**config.mk**
```make
export PLATFORM = sky130hd
export DESIGN_NAME = seg_scan_decoder
export DESIGN_NICKNAME = d
export VERILOG_FILES = /design/src/rtl/seg_scan_pkg.sv /design/src/rtl/seg7_decode.sv /design/src/rtl/seg_scan_decoder.sv
export SDC_FILE = /design/constraint.sdc
export NUM_CORES = 1
export LEC_CHECK = 0
export CAP_MARGIN = 15
export CORE_ASPECT_RATIO = 0.9
export CORE_MARGIN = 5
export CORE_UTILIZATION = 57
export DETAILED_ROUTE_END_ITERATION = 8
export PLACE_DENSITY = 0.76
export SLEW_MARGIN = 20
export SYNTH_ARGS = -nofsm -noshare
export SYNTH_HDL_FRONTEND = slang
export SYNTH_SLANG_ARGS = --single-unit
```
**constraint.sdc**
```tcl
create_clock -name clk -period 3.8 [get_ports clk]
set_clock_uncertainty 0.1 [all_clocks]
set_input_delay 0.76 -clock clk [delete_from_list [all_inputs] [get_ports clk]]
set_output_delay 0.76 -clock clk [all_outputs]
set_load 0.01 [all_outputs]
```
**src/rtl/seg_scan_pkg.sv**
```systemverilog
// Shared types and constants for the seven-segment scan decoder.
package seg_scan_pkg;

   typedef enum logic [1:0] {
      ST_IDLE,
      ST_SETTLE,
      ST_HOLD
   } state_e;

   // Active-high segment patterns, bit 0 = a ... bit 6 = g
   localparam logic [6:0] PAT_0     = 7'h3F;
   localparam logic [6:0] PAT_1     = 7'h06;
   localparam logic [6:0] PAT_2     = 7'h5B;
   localparam logic [6:0] PAT_3     = 7'h4F;
   localparam logic [6:0] PAT_4     = 7'h66;
   localparam logic [6:0] PAT_5     = 7'h6D;
   localparam logic [6:0] PAT_6     = 7'h7D;
   localparam logic [6:0] PAT_7     = 7'h07;
   localparam logic [6:0] PAT_8     = 7'h7F;
   localparam logic [6:0] PAT_9     = 7'h6F;
   localparam logic [6:0] PAT_A     = 7'h77;
   localparam logic [6:0] PAT_B     = 7'h7C;
   localparam logic [6:0] PAT_C     = 7'h39;
   localparam logic [6:0] PAT_D     = 7'h5E;
   localparam logic [6:0] PAT_E     = 7'h79;
   localparam logic [6:0] PAT_F     = 7'h71;
   localparam logic [6:0] PAT_BLANK = 7'h00;

   localparam int DEF_STABLE_CYCLES  = 16;
   localparam int DEF_TIMEOUT_CYCLES = 100_000_000;

endpackage

```
**src/rtl/seg7_decode.sv**
```systemverilog
// Combinational decode of an active-high seven-segment pattern into a hex nibble.
module seg7_decode
   import seg_scan_pkg::*;
(
   input  logic [6:0] pattern_i,
   output logic [3:0] nibble_o,
   output logic       valid_o,
   output logic       blank_o
);

   always_comb begin
      nibble_o = 4'h0;
      valid_o  = 1'b1;
      blank_o  = 1'b0;
      case (pattern_i)
         PAT_0:     nibble_o = 4'h0;
         PAT_1:     nibble_o = 4'h1;
         PAT_2:     nibble_o = 4'h2;
         PAT_3:     nibble_o = 4'h3;
         PAT_4:     nibble_o = 4'h4;
         PAT_5:     nibble_o = 4'h5;
         PAT_6:     nibble_o = 4'h6;
         PAT_7:     nibble_o = 4'h7;
         PAT_8:     nibble_o = 4'h8;
         PAT_9:     nibble_o = 4'h9;
         PAT_A:     nibble_o = 4'hA;
         PAT_B:     nibble_o = 4'hB;
         PAT_C:     nibble_o = 4'hC;
         PAT_D:     nibble_o = 4'hD;
         PAT_E:     nibble_o = 4'hE;
         PAT_F:     nibble_o = 4'hF;
         PAT_BLANK: begin
            valid_o = 1'b0;
            blank_o = 1'b1;
         end
         default:   valid_o = 1'b0;
      endcase
   end

endmodule

```
**src/rtl/seg_scan_decoder.sv**
```systemverilog
// Watches a multiplexed active-low seven-segment bus and decodes each digit once its drive settles.
// Define SEG_SCAN_DECODER_SYNC_EN to insert a two-flop synchronizer ahead of the sample register.
module seg_scan_decoder
   import seg_scan_pkg::*;
#(
   parameter int STABLE_CYCLES  = DEF_STABLE_CYCLES,
   parameter int TIMEOUT_CYCLES = DEF_TIMEOUT_CYCLES
) (
   input  logic        clk,
   input  logic        rst_n,
   input  logic [3:0]  an,
   input  logic [6:0]  seg,
   input  logic        dp,
   output logic [15:0] digits,
   output logic [3:0]  valid,
   output logic [3:0]  blank,
   output logic [3:0]  dp_out,
   output logic        frame_done,
   output logic        stale,
   output logic        multi_err
);

   localparam int CNT_W = $clog2(STABLE_CYCLES + 1);
   localparam int TO_W  = $clog2(TIMEOUT_CYCLES + 1);
   localparam logic [CNT_W-1:0] CNT_LAST = CNT_W'(STABLE_CYCLES - 1);
   localparam logic [TO_W-1:0]  TO_MAX   = TO_W'(TIMEOUT_CYCLES);

   logic [11:0] inS;
   logic [11:0] sampleQ, prevQ;

`ifdef SEG_SCAN_DECODER_SYNC_EN
   logic [11:0] sync1Q, sync2Q;

   // Reset to all-ones so the bus looks undriven until real samples arrive
   always_ff @(posedge clk or negedge rst_n) begin
      if (!rst_n) begin
         sync1Q <= '1;
         sync2Q <= '1;
      end else begin
         sync1Q <= {an, seg, dp};
         sync2Q <= sync1Q;
      end
   end

   assign inS = sync2Q;
`else
   assign inS = {an, seg, dp};
`endif

   always_ff @(posedge clk or negedge rst_n) begin
      if (!rst_n) begin
         sampleQ <= '1;
         prevQ   <= '1;
      end else begin
         sampleQ <= inS;
         prevQ   <= sampleQ;
      end
   end

   logic [3:0] anQ;
   logic [6:0] segQ;
   logic       dpQ;
   logic       sampleChanged;
   logic       singleAnode;
   logic       multiAnode;
   logic [1:0] anIdx;

   assign anQ           = sampleQ[11:8];
   assign segQ          = sampleQ[7:1];
   assign dpQ           = sampleQ[0];
   assign sampleChanged = (sampleQ != prevQ);

   always_comb begin
      singleAnode = 1'b1;
      anIdx       = 2'd0;
      case (anQ)
         4'b1110: anIdx = 2'd0;
         4'b1101: anIdx = 2'd1;
         4'b1011: anIdx = 2'd2;
         4'b0111: anIdx = 2'd3;
         default: singleAnode = 1'b0;
      endcase
   end

   assign multiAnode = !singleAnode && (anQ != 4'b1111);

   state_e           stateQ, stateD;
   logic [CNT_W-1:0] cntQ, cntD;
   logic             commit;
   logic             reeval;
   logic             multiErrD;

   always_ff @(posedge clk or negedge rst_n) begin
      if (!rst_n) begin
         stateQ <= ST_IDLE;
         cntQ   <= '0;
      end else begin
         stateQ <= stateD;
         cntQ   <= cntD;
      end
   end

   // Any sample change drops back to the IDLE decision in the same cycle
   always_comb begin
      stateD    = stateQ;
      cntD      = cntQ;
      commit    = 1'b0;
      reeval    = 1'b0;
      multiErrD = 1'b0;
      case (stateQ)
         ST_SETTLE: begin
            if (sampleChanged) begin
               reeval = 1'b1;
            end else if (cntQ == CNT_LAST) begin
               commit = 1'b1;
               stateD = ST_HOLD;
            end else begin
               cntD = cntQ + CNT_W'(1);
            end
         end
         ST_HOLD:  reeval = sampleChanged;
         default:  reeval = 1'b1;
      endcase
      if (reeval) begin
         if (singleAnode) begin
            stateD = ST_SETTLE;
            cntD   = CNT_W'(1);
         end else begin
            stateD    = ST_IDLE;
            cntD      = '0;
            multiErrD = multiAnode && sampleChanged;
         end
      end
   end

   logic [3:0] decNibble;
   logic       decValid;
   logic       decBlank;

   seg7_decode u_decode (
      .pattern_i (~segQ),
      .nibble_o  (decNibble),
      .valid_o   (decValid),
      .blank_o   (decBlank)
   );

   logic [15:0] digitsQ, digitsD;
   logic [3:0]  validQ, validD;
   logic [3:0]  blankQ, blankD;
   logic [3:0]  dpOutQ, dpOutD;
   logic [3:0]  seenQ, seenD;
   logic [3:0]  seenNext;
   logic        frameQ, frameD;
   logic        multiErrQ;
   logic [TO_W-1:0] toQ, toD;

   always_comb begin
      digitsD  = digitsQ;
      validD   = validQ;
      blankD   = blankQ;
      dpOutD   = dpOutQ;
      seenD    = seenQ;
      seenNext = seenQ;
      frameD   = 1'b0;
      if (commit) begin
         if (decValid) begin
            digitsD[{anIdx, 2'b00} +: 4] = decNibble;
            validD[anIdx] = 1'b1;
            blankD[anIdx] = 1'b0;
         end else if (decBlank) begin
            digitsD[{anIdx, 2'b00} +: 4] = 4'h0;
            validD[anIdx] = 1'b0;
            blankD[anIdx] = 1'b1;
         end else begin
            validD[anIdx] = 1'b0;
            blankD[anIdx] = 1'b0;
         end
         dpOutD[anIdx]   = ~dpQ;
         seenNext[anIdx] = 1'b1;
         if (seenNext == 4'b1111) begin
            frameD = 1'b1;
            seenD  = 4'b0000;
         end else begin
            seenD = seenNext;
         end
      end
   end

   always_comb begin
      toD = toQ;
      if (commit) begin
         toD = '0;
      end else if (toQ != TO_MAX) begin
         toD = toQ + TO_W'(1);
      end
   end

   always_ff @(posedge clk or negedge rst_n) begin
      if (!rst_n) begin
         digitsQ   <= '0;
         validQ    <= 4'b0000;
         blankQ    <= 4'b1111;
         dpOutQ    <= 4'b0000;
         seenQ     <= 4'b0000;
         frameQ    <= 1'b0;
         multiErrQ <= 1'b0;
         toQ       <= '0;
      end else begin
         digitsQ   <= digitsD;
         validQ    <= validD;
         blankQ    <= blankD;
         dpOutQ    <= dpOutD;
         seenQ     <= seenD;
         frameQ    <= frameD;
         multiErrQ <= multiErrD;
         toQ       <= toD;
      end
   end

   assign digits     = digitsQ;
   assign valid      = validQ;
   assign blank      = blankQ;
   assign dp_out     = dpOutQ;
   assign frame_done = frameQ;
   assign multi_err  = multiErrQ;
   assign stale      = (toQ == TO_MAX);

endmodule

```
# Word-level counts from Yosys, hierarchy flattened
# Index checks and enable logic that the tools add are counted.
[op_classes]
n_addsub = 3
magnitude_cmp = 2
n_eq_ne = 30
shifts = 3
n_mux = 37
bitwise = 8
reduce_logical = 14
[op_table]
columns = ["op", "count"]
rows = [
  ["$eq A7 B7 Y1 const B", 12],
  ["$pmux W4 S15", 1],
  ["$mux W27", 2],
  ["$bwmux W16", 2],
  ["$mux W16", 2],
  ["$add A27 B1 Y27 const B", 1],
  ["$eq A27 B27 Y1 const B", 1],
  ["$ne A27 B27 Y1 const B", 1],
  ["$mux W5", 4],
  ["$eq A4 B4 Y1 const B", 4],
  ["$mux W4", 4],
  ["$reduce_or A16 Y1", 1],
  ["$shift A4 B6 Y16 const A", 1],
  ["$shiftx A4 B6 Y16", 1],
  ["$shiftx A4 B6 Y16 const A", 1],
  ["$eq A7 B3 Y1 const B", 2],
  ["$eq A7 B6 Y1 const B", 2],
  ["$mux W1", 14],
  ["$ne A12 B12 Y1", 1],
  ["$or A4 B4 Y4", 3],
  ["$and A4 B4 Y4", 2],
  ["$mux W2", 4],
  ["$reduce_bool A2 Y1", 4],
  ["$logic_not A7 Y1", 1],
  ["other kinds (23)", 26],
]
[word_totals]
ff_bits = 92
input_bits = 14
out_inout_bits = 31
wordCells = 109

# Longest topological paths before layout
[logic_depth]
depth_word = 10
ltp_mapped = 9
ltp_nobuf = 8

# Cells and area by module
# Synthesis repeated with hierarchy kept, for this count alone.
[unflattened]
cells_unflattened = 458
area_unflattened_um2 = 4764.6
[modules_own_cells]
columns = ["mod", "instances", "cells_per_inst", "area_each_um2", "seq_area_each_um2"]
rows = [
  ["seg_scan_decoder", 1, 410, 4465.5, 2337.2],
  ["seg7_decode", 1, 48, 299.0, 0.0],
]

# Worst setup path after synthesis
# No wires, ideal clock.
[synth_timing]
kind = "register -> register"
startpoint = "register sampleQ[2]"
endpoint = "register digitsQ[10], in the netlist digits[10]"
setup_time_ps = 128
t_arrival_ps = 1935
t_required_ps = 3572
setup_slack_ps = 1637
path_stages_with_launch = 8
path_buffers = 1
synth_period_minus_slack_ps = 2163
cell_sequence = "dfstp_2 > buf_2 > xnor2_2 > nand4_2 > or3_1 > or2_4 > a211oi_2 > o21ai_1"
[synth_between]
elab_chain_len = 6
elab_cells_between_ends = 30
cone_classes = "eq/ne (17); shift (1); mux (7); bitwise (1); reduce/logical (4)"
[synth_lines]
columns = ["element", "line", "text"]
rows = [
  ["start, declared", "seg_scan_decoder.sv:29", "logic [11:0] sampleQ, prevQ;"],
  ["start signal, assigned", "seg_scan_decoder.sv:55", "sampleQ <= inS;"],
  ["$not A7 Y7", "seg_scan_decoder.sv:141", ".pattern_i (~segQ),"],
  ["$eq A7 B7 Y1, or another cell as far along", "seg7_decode.sv:15", "case (pattern_i)"],
  ["$pmux W4 S15 or $reduce_or A16 Y1 (tied branches)", "-", ""],
  ["$shiftx A4 B6 Y16 or $mux W1 (tied branches)", "seg_scan_decoder.sv:167, seg7_decode.sv:15", ""],
  ["$bwmux W16 or $reduce_bool A2 Y1 (tied branches)", "-", ""],
  ["$mux W16 or $reduce_and A2 Y1 (tied branches)", "-", ""],
  ["end signal, assigned", "seg_scan_decoder.sv:209", "digitsQ <= digitsD;"],
  ["end, declared", "seg_scan_decoder.sv:147", "logic [15:0] digitsQ, digitsD;"],
]
# Parallel ways exist; a longest one is shown, timed or not.
# A chain may end at the register's enable or synchronous reset.

# Worst setup path after layout
[layout_timing]
startpoint = "register toQ[3]"
endpoint = "output stale"
[layout_between]
elab_chain_len = 1
[layout_lines]
columns = ["element", "line", "text"]
rows = [
  ["start, declared", "seg_scan_decoder.sv:155", "logic [TO_W-1:0] toQ, toD;"],
  ["start signal, assigned", "seg_scan_decoder.sv:216", "toQ <= toD;"],
  ["$eq A27 B27 Y1", "seg_scan_decoder.sv:226", "assign stale = (toQ == TO_MAX);"],
  ["end, declared", "seg_scan_decoder.sv:19", "output logic stale,"],
]
# Every way passes these cells.

==> out/metrics.yaml <==
floorplanning:
  die_y_microns: 94.8
  dieArea_sq_um: 9870
  ios: 45
  design.core.area_sq_um: 7910
  rows: 31
  die_width_microns: 104
  start_util: 0.575
grt:
  grt_max_degree: 89
  grt_pass1_wl_microns: 15600
  grt_pass1_vias: 3285
  grt_usage: 0.193
  overflow: 0
  antenna_found_initial: 0
critical_path:
  start_kind: "flip-flop"
  reg2reg_from: "sampleQ[4]"
  worstSetupPathType: "reg2out"
  crit_arrival_ns: 2.37
  setup.worst_path.end_class: "output pin"
  crit_start: "toQ[3]"
  critPathRequiredTime_ns: 2.94
  cp_max_fo: 5
clocking:
  cts-root-buf: "clkbuf_8"
  cts.htree.levels: 3
  cts_tree: "built"
  postCtsSetupRepairBufs: 0
  ctsResizeCount: 0
  cts.sink_count: 92
  clockBufferDepth: 2
  clk_pin_slew_worst_paths_ns: 0.09
  cts_buffers: 9
  insertion_delay_ns: 0.35
  ctsHoldBuffers: 0
sta:
  period_share: 0.849
  setup_viol: 0
  rsz0062_at_grt: "no"
  fmax_mhz: 310
  tightest_slew_ns: 0.780
  slew_violations: 0
  maxSlewHeadroom: 0.480
  finalHoldViolations: 0
  tns_ns: 0
  min_period_ns: 3.23
  hold_slack_ns: 0.314
synthesis:
  synth_area_per_cell_sq_um: 10.2
  syn_area_sq_um: 4550
  ys_ff_latch: 92
  synth_seq_area_share: 0.514
  yosysUniqueCellTypes: 53
  yosysWarnings: 0
  synthTopCellsByArea: "dfrtp_1, dfstp_2, xor2_1"
  syn-num-nets: 475
  syn_inst: 448
  synth_area_leader_cell: "dfrtp_1"
  synth_top_area_share: 0.352
route:
  avgRoutedWirePerCell_microns: 14.8
  vias_per_cell: 5.49
  via_count: 3254
  final_antenna_net_count: 0
  dr.pass1.iters: 4
  drt_iter0_drc: 223
  totalWireLength_microns: 8780
  drc: 0
placed_design:
  io_buffers: 44
  gp_congestion: 0.836
  place_hpwl_microns: 6170
final_layout:
  syn2layout_area_growth_pct: 14.8
  final_common_cell: "dfrtp_1"
  diodes: 0
  drive_gt1_frac: 0.130
  nNetsFinal: 516
  final_cell_mix: "dfrtp_1, nand2_1, nor2_1, clkdlybuf4s50_1"
  fillers: 659
hold_path:
  worstHoldStart: "sampleQ[0]"
  hold_path.class: "reg2reg"
power:
  p_seq_frac: 0.574
  internal_power_w: 0.00138
  p_sw_frac: 0.235
  p_per_area_nw_per_um2: 345
  combinationalPowerShare: 0.059
  p_leak_nw: 2.23
  switchingPower_w: 0.000423
  irDropWorstVdd_uv: 248
  clockPowerShare: 0.367
flow_run:
  drv_cap: 0
status:
  outcome: "finished, final reports clean"
## cell type report
cell class              count  area, sq um  area share
multi-input cells         311         1990       0.382
clock buffers              11          141      0.0271
clock inverters             5         60.1      0.0115
repair buffers             47          464      0.0888
well taps                  99          124      0.0237
flip-flops and latches     92         2340       0.447
inverters                  28          105      0.0201
## routing by layer
| layer | GRT usage | share of wire | up-vias |
|---|---|---|---|
| met5 | 0 | 0 | - |
| met4 | 0.0550 | 0.0077 | 0 |
| met3 | 0.0560 | 0.069 | 6 |
| met2 | 0.303 | 0.46 | 99 |
| met1 | 0.264 | 0.46 | 1539 |
| li1 | - | - | 1610 |
## path summary, 6_finish.rpt
check                       endpoint  slack (ns)  cells after the start
max in group asynchronous   prevQ[4]        2.53                      2
setup reg to reg           digits[7]        1.26                      6
hold / removal              prevQ[0]        0.31                      0
setup / recovery               stale        0.57                      4
min in group asynchronous  digits[1]        0.34                      1
hold reg to reg             prevQ[0]        0.31                      0
## metrics by stage
step           utilization  setup WS [ns]  instance area [sq um]  std cells  total power (W)
5_1_grt              0.661          0.424                   5230        593          0.00188
2_1_floorplan            -           1.64                   4550        448          0.00112
6_report             0.661          0.572                   5230        593          0.00180
3_3_place_gp         0.635           1.06                   5020        577          0.00116
4_1_cts              0.660          0.614                   5220        593          0.00182
3_5_place_dp         0.635           1.00                   5020        577          0.00116
## registers in the layout, summed over array words and instances (netlist names), named ones only
name	cells
stateQ	2
digits	16
toQ	27
dp_out	4
seenQ	4
multi_err	1
sampleQ	12
prevQ	12
frame_done	1
cntQ	5
## synthesized netlist by cell type (all sizes together)
master   n
o211ai   2
nand3b   3
o221ai   1
and3     9
mux2i    2
o22ai    2
xnor2   20
nor3b    1
ha      13
a211oi   4
o21bai   1
clkbuf   4
nand3   26
nand4   15
or3      3
inv     28
o31a     1
o21a     1
nor4     8
a21oi   15
dfrtp   64
xor2    22
nor2b    4
nor3     8
o21ai   35
nor4b    3
and2     2
and3b    1
a21o     1
or2      2
or4      1
nand2b   3
nor2    46
a32o     1
and4     4
nand2   48
and4b    1
buf     13
a32oi    2
dfstp   28
## critical path, cell delays in order (launching register included)
cell             delay, ns
dfrtp_1               0.43
nor4_1                0.30
nand4_1               0.16
nor4_2                0.47
clkdlybuf4s50_1       0.66
## cells by family (layout without fill, tap and decap cells)
logic type / after synthesis / in the layout / synth area share
simple gates: 188 / 188 / 0.224
flops: 92 / 92 / 0.514
compound gates: 66 / 66 / 0.0885
buf+inv: 45 / 91 / 0.0481
xor+xnor: 42 / 42 / 0.0858
fa+ha+maj: 13 / 13 / 0.0357
mux: 2 / 2 / 0.00440
## power by group through the flow
stage	Combinational (W)	Clock [W]	Sequential, W
CTS	0.000108	0.000680	0.00103
finish	0.000106	0.000661	0.00103
global route	0.000121	0.000717	0.00104
detailed placement	0.000108	0	0.00105
global placement	0.000105	0	0.00105
floorplan	0.0000809	0	0.00103
Note: power is estimated with default switching activity, not from simulation.
